`config.mk`:
```
export PLATFORM = sky130hd
export DESIGN_NAME = locked_query_ctrl
export DESIGN_NICKNAME = d
export VERILOG_FILES = /design/src/rtl/locked_query_ctrl.sv
export SDC_FILE = /design/constraint.sdc
export NUM_CORES = 1
export LEC_CHECK = 0
export BUFFER_PORTS_ARGS = -buffer_cell sky130_fd_sc_hd__buf_4
export CAP_MARGIN = 20
export CORE_MARGIN = 2
export CORE_UTILIZATION = 46
export CTS_CLUSTER_SIZE = 28
export DETAILED_ROUTE_END_ITERATION = 8
export GPL_TIMING_DRIVEN = 0
export HOLD_SLACK_MARGIN = 0.05
export PLACE_DENSITY_LB_ADDON = 0.2
export SLEW_MARGIN = 20
export SYNTH_ARGS = -nofsm -noshare
export SYNTH_HDL_FRONTEND = slang
export SYNTH_SLANG_ARGS = --single-unit
```
`constraint.sdc`:
```
create_clock -name clk -period 2.35 [get_ports clk]
set_input_delay 0.47 -clock clk [delete_from_list [all_inputs] [get_ports clk]]
set_output_delay 0.47 -clock clk [all_outputs]
set_load 0.01 [all_outputs]
```
`src/rtl/locked_query_ctrl.sv`:
```
// locked_query_ctrl
// Drives a combinational locked netlist as an oracle. A candidate key is
// shifted serially into a shadow register and committed atomically to the
// netlist key inputs. Query patterns arrive over a valid/ready handshake,
// are held for a programmable settle time, and the captured outputs are
// returned together with the key that produced them.
module locked_query_ctrl #(
   parameter int KEY_W  = 4,
   parameter int IN_W   = 7,
   parameter int OUT_W  = 3,
   parameter int SETTLE = 2,
   parameter int CNT_W  = 16
) (
   input  logic             clk,
   input  logic             rst,
   input  logic             key_sin,
   input  logic             key_sin_valid,
   input  logic             key_commit,
   output logic             key_loaded,
   output logic [KEY_W-1:0] key_out,
   input  logic             q_valid,
   output logic             q_ready,
   input  logic [IN_W-1:0]  q_data,
   output logic [IN_W-1:0]  circ_in,
   input  logic [OUT_W-1:0] circ_out,
   output logic             r_valid,
   input  logic             r_ready,
   output logic [OUT_W-1:0] r_data,
   output logic [KEY_W-1:0] r_key,
   output logic [CNT_W-1:0] query_cnt,
   output logic             busy
);

   localparam int BC_W = $clog2(KEY_W + 1);
   localparam int SC_W = $clog2(SETTLE + 1);

   typedef enum logic [1:0] {
      ST_IDLE,
      ST_SETTLE,
      ST_RESULT
   } state_t;

   state_t            state;
   logic [KEY_W-1:0]  shadow;
   logic [BC_W-1:0]   bit_cnt;
   logic              pending;
   logic [SC_W-1:0]   settle_cnt;
   logic              commit_req;
   logic              commit_now;
   logic              accept;

   // A commit is only honoured once a full key has been shifted in, and it
   // only executes while idle so the key never changes under a live query.
   // Commits take priority over queries, which is why they gate q_ready.
   assign key_loaded = (bit_cnt == BC_W'(KEY_W));
   assign commit_req = key_commit & key_loaded;
   assign commit_now = (state == ST_IDLE) & (pending | commit_req);
   assign q_ready    = !rst & (state == ST_IDLE) & !(pending | commit_req);
   assign accept     = q_valid & q_ready;
   assign busy       = (state != ST_IDLE);

   // Shadow shift register, saturating bit count, pending commit and the
   // active key. A shift coinciding with a commit commits the pre-shift
   // shadow and the new bit becomes the first bit of the next key.
   always_ff @(posedge clk or posedge rst) begin
      if (rst) begin
         shadow  <= '0;
         bit_cnt <= '0;
         pending <= 1'b0;
         key_out <= '0;
      end else begin
         if (key_sin_valid) begin
            shadow <= {shadow[KEY_W-2:0], key_sin};
         end
         if (commit_now) begin
            key_out <= shadow;
            pending <= 1'b0;
            bit_cnt <= key_sin_valid ? BC_W'(1) : '0;
         end else begin
            if (commit_req) begin
               pending <= 1'b1;
            end
            if (key_sin_valid && !key_loaded) begin
               bit_cnt <= bit_cnt + BC_W'(1);
            end
         end
      end
   end

   // Query sequencer: apply the pattern, wait SETTLE edges, capture the
   // netlist outputs, then hold the result until the consumer takes it.
   always_ff @(posedge clk or posedge rst) begin
      if (rst) begin
         state      <= ST_IDLE;
         circ_in    <= '0;
         r_key      <= '0;
         r_data     <= '0;
         r_valid    <= 1'b0;
         settle_cnt <= '0;
         query_cnt  <= '0;
      end else begin
         case (state)
            ST_IDLE: begin
               if (accept) begin
                  circ_in    <= q_data;
                  r_key      <= key_out;
                  settle_cnt <= SC_W'(SETTLE);
                  state      <= ST_SETTLE;
               end
            end
            ST_SETTLE: begin
               settle_cnt <= settle_cnt - SC_W'(1);
               if (settle_cnt == SC_W'(1)) begin
                  r_data  <= circ_out;
                  r_valid <= 1'b1;
                  state   <= ST_RESULT;
               end
            end
            ST_RESULT: begin
               if (r_ready) begin
                  r_valid   <= 1'b0;
                  query_cnt <= query_cnt + CNT_W'(1);
                  state     <= ST_IDLE;
               end
            end
            default: begin
               state <= ST_IDLE;
            end
         endcase
      end
   end

endmodule

```
==> results.env <==
NUMBER_OF_REMAINING_DRC_ERRORS=0
ANTENNA_FOUND_INITIAL=0
TIMING.CRITICAL_PATH.FANOUT_MAX=5
WL_MM=3.89
SYN_AREA_PER_CELL_UM2=13.2
SWITCHING_SHARE_PCT=32.3
YOSYS.AREA.TOP_TYPE_SHARE_PCT=58.3
FINAL_LAYOUT_SIZE_SUFFIX_GT1_SHARE_PCT=42.8
CTS.REPORTEDPATHS.CLKPINSLEW_NS=0.08
FINALSETUPVIOLATIONS=0
WORST_SLEW_PIN_SLEW_NS=0.566
DP.FINAL_HPWL_MM=2.79
SYNTH.MUX.AREA_FRACTION_PCT=14.2
CRIT_PATH_END_KIND='output port'
P_COMB_SHARE_PCT=37.1
DETAILEDROUTE.FIRSTITERATIONVIOLATIONS=75
LAYOUT_COMMON_CELLS='buf_4 (53), dfrtp_1 (47), mux2_2 (16)'
POST_DRT_VIA_CELL_RATIO=5.13
YS.WARNINGS.COUNT=0
WP_DATA_REQUIRED_NS=1.88
CTS_BUFFER_DEPTH=2
YOSYSSEQAREASHARE_PCT=58.3
FP.DIEAREA_MM2=0.00493
POST-ROUTE-CELL-AREA_MM2=0.00259
CLKPWRFRAC_PCT=18.3
POWER.DENSITY_CELL_AREA_mW_PER_MM2=1100
GRT_PASS1_VIAS=1422
CHIPWIDTH_UM=70.2
POWER_REPORT.INTERNAL_TOTAL_uW=1930
OUTCOME='finished clean'
CLOCK_SINKS=47
INITIAL_CORE_UTIL_PCT=46.9
POSTSYNTHCELLCOUNT=153
SYNTH.LIB_CELLS_USED.DISTINCT=27
SYNTH_SIMPLE_GATE_AREA_SHARE_PCT=12.7
DRT_PRE_ANTENNA_ITERS=4
NUMBER_OF_BUFFERS_INSERTED_FOR_HOLD_REPAIR_AFTER_CLOCK_TREE_SYNTHESIS=0
WORST_R2R_PATH_DEPTH=6
SYNTH_COMPOUND_AREA_SHARE_PCT=3.29
CTS_TREE='built'
MAX-CAP-VIOLATIONS=0
WORST_HOLD_PATH_TYPE='input pin to asynchronous set/reset pin'
CELLLEAKAGEPOWER_uW=0.00127
CRITPATHKIND='flop to output port'
HOLDWS_NS=0.247
TOP_LEVEL_PORTS=55
CTS_ROOT_BUFFER='clkbuf_8'
DETAILROUTE.VIA_COUNT=1371
GLOBAL_ROUTE_WIRE_LENGTH_BEFORE_REPAIR_MM=6.70
WIRE_PER_INST_UM=14.6
GRT_MAX_DEGREE=26
YOSYS.AREA_SHARE.XOR_XNOR_PCT=6.95
COREAREA_MM2=0.00429
PLACE_AREA_MM2=0.00248
RSZ0062_AT_GRT='false'
CLK-INSERTION-DELAY-LATE_NS=0.29
GRT_USAGE_PCT=17.1
YOSYS_REGISTER_BITS=47
GRT_OVERFLOW_TOTAL=0
ANTENNA_LEFT=0
DIEHEIGHT_UM=70.2
SYNTH_FA_HA_AREA_SHARE_PCT=2.48
CTS-BUFFERS-INSERTED=5
FINALWORSTPATHREQUIREDPERIOD_NS=2.16
FINAL_CYCLE_UTILIZATION_OF_THE_CRITICAL_PATH_PCT=91.8
FINAL_NETS=235
CORE.ROWCOUNT=24
TIMING.RR.END='r_key[3]$_DFFE_PP0P_'
AREA_GROWTH_SYN_TO_LAYOUT_PCT=28.5
SLEW_HEADROOM_PCT=62.2
FINAL-HOLD-VIOLATION-COUNT=0
MAXCLOCKFREQUENCY_MHz=463
SYNTH_TOP_AREA_CELL='dfrtp_1'
CRITPATHLAUNCHTYPE='flop'
PORT_BUFFERS=53
PLACE.GP.CONGESTION=0.709
IRDROPWORSTVDD_uV=588
LAYOUT.CELLS.MOST_COMMON='buf_4'
MAPPEDNETLISTAREA_MM2=0.00202
FIN_SKEW_NS=0.00367
POWER_SHARE_OF_THE_SEQUENTIAL_GROUP_PCT=44.6
CP_DATA_ARRIVAL_TIME_NS=1.69
WORST-R2R-SETUP-SLACK_NS=0.47
P_SW_uW=920
REPORT.FINAL.SLEW_VIOL_COUNT=0
COMBINATIONAL_FAMILY_WITH_THE_MOST_AREA_AFTER_SYNTHESIS='multiplexers'
ORIGIN_OF_THE_CRITICAL_FLOP_TO_FLOP_PATH='bit_cnt[0]$_DFFE_PP0P_'
SETUP_TNS_NS=0
CTS_HTREE_LEVELS=2
SYNTHESIS.NETS=174
ANTENNADIODECOUNT=0
SYNTH_TOP_CELLS_BY_AREA='dfrtp_1 (58%), mux2_2 (8.9%), mux2_4 (5.2%), xnor2_1 (4.8%), nand3_1 (3.0%)'
-- cells in the mapped netlist (all sizes together) --
| master | n |
|---|---|
| or2 | 1 |
| o21ai | 3 |
| mux2 | 23 |
| nor4 | 1 |
| ha | 4 |
| o31ai | 1 |
| inv | 7 |
| xnor2 | 11 |
| nand4b | 1 |
| a21oi | 5 |
| nand2b | 1 |
| nor2 | 9 |
| xor2 | 5 |
| and4 | 4 |
| buf | 1 |
| nand3 | 12 |
| and2 | 1 |
| clkbuf | 1 |
| nand4 | 2 |
| nand2 | 10 |
| dfrtp | 47 |
| a31oi | 2 |
| and3 | 1 |
-- layer usage --
metal | vias to the layer above | GRT usage [%] | routed length, um
li1 | 652 | - | -
met1 | 680 | 21.5 | 1650
met2 | 35 | 29.4 | 2030
met3 | 4 | 4.04 | 176
met4 | 0 | 5.13 | 31
met5 | - | 0 | 0
-- kinds of logic after synthesis --
group / Yosys count
compound gates: 11
xor+xnor: 16
fa+ha+maj: 4
buf+inv: 9
flops: 47
mux: 23
simple gates: 43
-- stage by stage --
step	power [uW]	worst slack, ns	cells	util (%)
after floorplan	1880	0.313	153	-
after global placement	2290	-0.143	258	57.8
after detailed placement	2350	-0.198	258	57.8
after CTS	2880	0.177	267	60.3
after global routing	3030	0.0825	267	60.3
final	2850	0.192	267	60.3
-- worst max-delay path: stages, from the launching register on --
cell,delay [ns]
dfrtp_1,0.42
inv_1,0.06
ha_1,0.22
a31oi_2,0.36
and3_1,0.22
buf_4,0.12
-- area by class of cell --
type,instances,area (um2)
repair inverters,1,7.51
flip-flops and latches,47,1180
multi-input cells,97,798
repair buffers,53,398
clock buffers,8,100
fillers,368,1700
inverters,7,30.0
well taps,52,65.1
plain buffers,2,15.0
-- how the worst max path moves through the flow --
| stage | from | endpoint | cells past startpoint |
|---|---|---|---|
| after global placement | rst | q_ready | 4 |
| after floorplan | rst | circ_in[0]$_DFFE_PP0P_ | 4 |
| final | bit_cnt[0]$_DFFE_PP0P_ | q_ready | 5 |
| after global routing | bit_cnt[0]$_DFFE_PP0P_ | q_ready | 5 |
| after CTS | bit_cnt[0]$_DFFE_PP0P_ | q_ready | 5 |
| after detailed placement | rst | r_key[3]$_DFFE_PP0P_ | 5 |
-- state kept, by name, summed over array words and instances (netlist names) --
register	flops
query_cnt	16
circ_in	7
key_out	4
r_key	4
shadow	4
bit_cnt	3
r_data	3
settle_cnt	2
state	2
pending	1
r_valid	1
-- power by group through the flow --
stage / Sequential (uW) / Combinational, uW / Clock (uW)
after global placement: 1270 / 1030 / 0
after floorplan: 1330 / 546 / 0
after detailed placement: 1290 / 1070 / 0
after CTS: 1270 / 1080 / 535
after global routing: 1310 / 1150 / 574
final: 1270 / 1060 / 521
-- timing repair --
action                     CTS  global route
gates resized for setup      0             0
setup buffers                0             0
setup endpoints to repair    1             0
(Power assumes the default switching activity.)
